--- config.mk ---
export PLATFORM = sky130hd
export DESIGN_NAME = video_timing_gen
export DESIGN_NICKNAME = d
export VERILOG_FILES = /design/src/rtl/video_timing_gen.sv
export SDC_FILE = /design/constraint.sdc
export NUM_CORES = 1
export LEC_CHECK = 0
export ABC_AREA = 0
export ABC_CLOCK_PERIOD_IN_PS = 2200
export CAP_MARGIN = 5
export CELL_PAD_IN_SITES_DETAIL_PLACEMENT = 1
export CELL_PAD_IN_SITES_GLOBAL_PLACEMENT = 2
export CORE_ASPECT_RATIO = 2
export CORE_UTILIZATION = 30
export DETAILED_ROUTE_END_ITERATION = 10
export PLACE_DENSITY_LB_ADDON = 0.1
export SYNTH_ARGS = -nofsm -noshare
export SYNTH_HDL_FRONTEND = slang
export SYNTH_SLANG_ARGS = --single-unit
--- constraint.sdc ---
create_clock -name clk -period 2.2 [get_ports clk]
set_input_delay 0.44 -clock clk [delete_from_list [all_inputs] [get_ports clk]]
set_output_delay 0.44 -clock clk [all_outputs]
set_load 0.03 [all_outputs]
--- src/rtl/video_timing_gen.sv ---
// Video timing generator: free-running raster counters with registered sync/DE outputs,
// phase-locked by a vreset pulse. Define VTG_FREERUN_EN to fall back to a free-running raster.
module video_timing_gen #(
  parameter int unsigned H_ACTIVE = 720,
  parameter int unsigned H_FP     = 12,
  parameter int unsigned H_SYNC   = 64,
  parameter int unsigned H_BP     = 68,
  parameter int unsigned V_ACTIVE = 576,
  parameter int unsigned V_FP     = 5,
  parameter int unsigned V_SYNC   = 5,
  parameter int unsigned V_BP     = 39,
  parameter int unsigned RESYNC_H = 0,
  parameter int unsigned RESYNC_V = 0
`ifdef VTG_FREERUN_EN
  ,
  parameter int unsigned FREERUN_FRAMES = 4
`endif
) (
  input  logic        clk,
  input  logic        reset,
  input  logic        vreset_i,
  output logic        hs_n_o,
  output logic        vs_n_o,
  output logic        de_o,
  output logic [11:0] hpos_o,
  output logic [10:0] vpos_o,
  output logic        sof_o,
  output logic        locked_o
);

  localparam int unsigned HTotal      = H_ACTIVE + H_FP + H_SYNC + H_BP;
  localparam int unsigned VTotal      = V_ACTIVE + V_FP + V_SYNC + V_BP;
  localparam int unsigned HSyncStart  = H_ACTIVE + H_FP;
  localparam int unsigned VSyncStart  = V_ACTIVE + V_FP;

  // One extra bit so that a window edge equal to the full counter range still compares.
  localparam logic [12:0] HActiveC    = 13'(H_ACTIVE);
  localparam logic [12:0] HSyncStartC = 13'(HSyncStart);
  localparam logic [12:0] HSyncEndC   = 13'(HSyncStart + H_SYNC);
  localparam logic [11:0] HLastC      = 12'(HTotal - 1);
  localparam logic [11:0] HResyncC    = 12'(RESYNC_H);

  localparam logic [11:0] VActiveC    = 12'(V_ACTIVE);
  localparam logic [11:0] VSyncStartC = 12'(VSyncStart);
  localparam logic [11:0] VSyncEndC   = 12'(VSyncStart + V_SYNC);
  localparam logic [10:0] VLastC      = 11'(VTotal - 1);
  localparam logic [10:0] VResyncC    = 11'(RESYNC_V);

  typedef enum logic [1:0] {StWait, StFree, StLocked} state_e;

  state_e      state_q, state_d;
  logic [11:0] hcnt_q, hcnt_d;
  logic [10:0] vcnt_q, vcnt_d;
  logic        line_end, frame_end, freerun_go, run;
  logic [12:0] hcnt_ext;
  logic [11:0] vcnt_ext;

  logic        hs_n_q, hs_n_d;
  logic        vs_n_q, vs_n_d;
  logic        de_q, de_d;
  logic        sof_q, sof_d;
  logic [11:0] hpos_q;
  logic [10:0] vpos_q;

  assign line_end  = (hcnt_q == HLastC);
  assign frame_end = line_end && (vcnt_q == VLastC);
  assign hcnt_ext  = {1'b0, hcnt_q};
  assign vcnt_ext  = {1'b0, vcnt_q};

  // vreset wins over the natural wrap/increment.
  always_comb begin
    hcnt_d = hcnt_q;
    vcnt_d = vcnt_q;
    if (vreset_i) begin
      hcnt_d = HResyncC;
      vcnt_d = VResyncC;
    end else if (line_end) begin
      hcnt_d = '0;
      vcnt_d = (vcnt_q == VLastC) ? '0 : vcnt_q + 11'd1;
    end else begin
      hcnt_d = hcnt_q + 12'd1;
    end
  end

`ifdef VTG_FREERUN_EN
  localparam int unsigned FrameW = $clog2(FREERUN_FRAMES + 1);

  logic [FrameW-1:0] frame_cnt_q, frame_cnt_d;

  always_comb begin
    frame_cnt_d = frame_cnt_q;
    freerun_go  = 1'b0;
    if (vreset_i) begin
      frame_cnt_d = '0;
    end else if (state_q == StWait && frame_end) begin
      if (frame_cnt_q == FrameW'(FREERUN_FRAMES - 1)) begin
        freerun_go  = 1'b1;
        frame_cnt_d = '0;
      end else begin
        frame_cnt_d = frame_cnt_q + 1'b1;
      end
    end
  end

  always_ff @(posedge clk or posedge reset) begin
    if (reset) begin
      frame_cnt_q <= '0;
    end else begin
      frame_cnt_q <= frame_cnt_d;
    end
  end
`else
  assign freerun_go = 1'b0;
`endif

  always_comb begin
    state_d = state_q;
    unique case (state_q)
      StWait: begin
        if (vreset_i) begin
          state_d = StLocked;
        end else if (freerun_go) begin
          state_d = StFree;
        end
      end
      StFree: begin
        if (vreset_i) begin
          state_d = StLocked;
        end
      end
      StLocked: state_d = StLocked;
      default:  state_d = StWait;
    endcase
  end

  assign run = (state_q == StFree) || (state_q == StLocked);

  always_comb begin
    de_d   = run && (hcnt_ext < HActiveC) && (vcnt_ext < VActiveC);
    hs_n_d = !(run && (hcnt_ext >= HSyncStartC) && (hcnt_ext < HSyncEndC));
    vs_n_d = !(run && (vcnt_ext >= VSyncStartC) && (vcnt_ext < VSyncEndC));
    sof_d  = run && (hcnt_q == '0) && (vcnt_q == '0);
  end

  always_ff @(posedge clk or posedge reset) begin
    if (reset) begin
      state_q <= StWait;
      hcnt_q  <= '0;
      vcnt_q  <= '0;
      hs_n_q  <= 1'b1;
      vs_n_q  <= 1'b1;
      de_q    <= 1'b0;
      sof_q   <= 1'b0;
      hpos_q  <= '0;
      vpos_q  <= '0;
    end else begin
      state_q <= state_d;
      hcnt_q  <= hcnt_d;
      vcnt_q  <= vcnt_d;
      hs_n_q  <= hs_n_d;
      vs_n_q  <= vs_n_d;
      de_q    <= de_d;
      sof_q   <= sof_d;
      hpos_q  <= hcnt_q;
      vpos_q  <= vcnt_q;
    end
  end

  assign hs_n_o   = hs_n_q;
  assign vs_n_o   = vs_n_q;
  assign de_o     = de_q;
  assign sof_o    = sof_q;
  assign hpos_o   = hpos_q;
  assign vpos_o   = vpos_q;
  assign locked_o = (state_q == StLocked);

endmodule

==> impl_results.md <==
* First-pass DRT Iterations at 4
* Die Ht at 122 um
* Max Root-Sink Buffers at 2
* Final Hold Fails at 0
* Final nets at 242
* CTS tree: done
* Largest net degree at the start of global routing at 52
* Hold path cells at 0
* R2R Path Start: vcnt_q[0]
* CP Launch Type: flop
* CTS-repair resized insts at 0
* Crit path largest cell delay at 660 ps
* CP Capture Type: output pin
* GPL Wtd Cong at 0.850
* Clock Latency Late Sink at 290 ps
* Final hold slack at 454 ps
* Htree depth at 2
* DR vias at 1656
* Row cnt at 43
* Synthesized area at 2170 um^2
* Worst EP required at 1760 ps
* Reg2reg path depth at 7
* Root buf cell: clkbuf_16
* Overall Power at 1.96 mW
* Final WS setup at 290 ps
* Cts bufs inserted at 5
* Worst Setup Slack post-DPL at 298 ps
* Post-route ant nets at 0
* Actual slew at the worst max-slew pin at 529 ps
* Cells taking the most area after synthesis: dfrtp_1 (56%), nand3_1 (4.4%), ha_1 (2.9%)
* Commonest cells after routing, fill and taps aside: dfrtp_1 (49), clkdlybuf4s50_1 (30), nand3_1 (19)
* Slew HR at 64.3%
* CTS Sinks at 51
* Area grow syn2layout at 28.1%
* CP max-delay cell: clkdlybuf4s50_1
* Die Wd at 62.2 um
* Design area at 2780 um^2
* Worst R2R End: vcnt_q[6]
* Post-CTS setup buffer count at 0
* Fin. max-slew vios at 0
* WP buf/inv at 1
* Outcome: complete, no violations
* Hold_buf cts at 0
* Drt wl/cell at 17.3 um
* Async set-reset flop share out of synthesis at 100%
* Mapped Nets at 204
* Fmax achieved at 524 MHz
* Leakage power at 1.20 nW
* Critical Setup Path Class: flop to output pin
* Post-synth EDFFs at 0
* Dpl hpwl at 4330 um
* IO Count at 31
* Worst path cell trace: clkdlybuf4s50_1
* Clock skew at 4.75 ps
* Post-Syn Instances at 196
* Comb pwr share at 10.3%
* Total track usage at 16.9%
* Antenna Diode Count at 0
* Core area at 6940 um^2
* First-pass GRT wire length at 9450 um
* RSZ-0062 raised after global routing: no
* Number of fill cells at 768
* Hold Path Class: flop to flop
* GRT overflow at 0
* Final worst path period need at 1910 ps
* Layout cells sized above 1 at 11.5%
* Number of global-route vias before repair at 1851
* Finish-stage setup viols at 0
* Setup TNS at 0 ps
* Crit Path Max Fanout at 1
* Sw Ratio at 24.9%
* Final period util at 86.8%
* Initial DRC count at 30
* Syn avg cell area at 11.1 um^2
* Worst vdd ir at 0.287 mV
* Commonest non-fill, non-tap cell in the layout: dfrtp_1
* Library cells used by synthesis at 43
* Placed cells at 317
* Synthesized flop and latch total at 51
* CP delay by family, top: buffers and inverters
* Initial antenna violation count at 0
* Ys Warns at 0
* Final Util at 40.1%
* DR DRC count at 0
* Max capacitance violation total at 0
* Hold Path Origin: hcnt_q[1]
* Worst hold endpoint: hpos_o[1]
* Initial Util at 31.3%
* Non-Filler Instances at 325
* Clk network pwr share at 38.8%
* Synth top area share at 56.5%
* Int Pwr at 1.47 mW
* Top_reg_cell synth: dfrtp_1
* Reg clk slew, reported paths at 70 ps
* Arrival @ worst endpoint at 1470 ps
* Die area at 7600 um^2
* Reg power frac at 50.9%
* Cell Area, Placed at 2640 um^2
* Largest area contributor in the netlist: dfrtp_1
* Vias per cell at 5.10
* PD cells at 707 nW/um^2
* DRT Wirelength at 5630 um
* R2R Setup Slk at 400 ps
* Register area share after synthesis at 58.9%
* Sw power at 0.490 mW
* I/O Buffers at 30
-- cell families after synthesis --
logic type	count (synthesis)	synth area share, %
and+or+nand+nor	84	21.3
DFF	51	58.9
AOI/OAI and AO/OA	27	9.05
buffers and inverters	18	3.34
xor gates and xnor gates	9	3.63
adders and majority gates	5	2.88
muxes	2	0.922
-- Yosys cell counts (2+ instances only) --
master and number:
inv_1 8, or2_2 2, o31ai_1 2, ha_1 5, dfrtp_1 49, o21ai_0 6, mux2i_1 2, xnor2_1 7
clkbuf_1 5, nor4b_1 2, buf_2 2, a22oi_1 2, or3_1 3, xor2_1 2, nand2_1 14, and4_1 3
nor4_1 5, dfstp_2 2, nor3_1 5, nand3_1 19, and3_1 4, nand4_1 2, nor3b_1 4, a311oi_1 2
nor2b_1 2, a41oi_1 2, nor2_1 15, a21oi_1 4, clkbuf_2 2
-- sequential cells by signal, indices dropped and copies added (netlist names) --
register  flops
vcnt_q       11
vpos_o       11
hpos_o       12
sof_o         1
vs_n_o        1
de_o          1
hs_n_o        1
state_q       1
hcnt_q       12
-- layout make-up --
type	instances	area, um^2	area share [%]
Clock buffer	5	125	4.50
Clock inverter	3	18.8	0.675
Inverter	8	30.0	1.08
Multi-Input combinational cell	127	820	29.5
Sequential cell	51	1280	46.0
Tap cell	90	113	4.05
Timing Repair Buffer	41	395	14.2
-- worst max-delay path by stage --
stage,from,end,slack (ps),depth (start not counted)
after CTS,vs_n_o,vs_n_o,270,1
after floorplan,reset,de_o,530,1
after detailed placement,vreset_i,vcnt_q[6],300,4
after global placement,vreset_i,vcnt_q[6],370,4
after global routing,vs_n_o,vs_n_o,240,1
final,vs_n_o,vs_n_o,290,1
-- power by group through the flow --
| stage | clock network [mW] | registers (mW) | logic [mW] |
|---|---|---|---|
| 2_1_floorplan | 0 | 1.04 | 0.0843 |
| 3_3_place_gp | 0 | 1.02 | 0.206 |
| 3_5_place_dp | 0 | 1.02 | 0.208 |
| 4_1_cts | 0.793 | 0.999 | 0.209 |
| 5_1_grt | 0.830 | 1.00 | 0.224 |
| 6_report | 0.763 | 0.999 | 0.203 |
-- routing by layer --
layer / global-route usage [%] / up-vias / routed length, um
li1: - / 768 / -
met1: 14.9 / 833 / 1910
met2: 33.7 / 38 / 3330
met3: 3.62 / 17 / 170
met4: 10.5 / 0 / 219
met5: 0 / - / 0
Power figures use the tool's default switching activity.
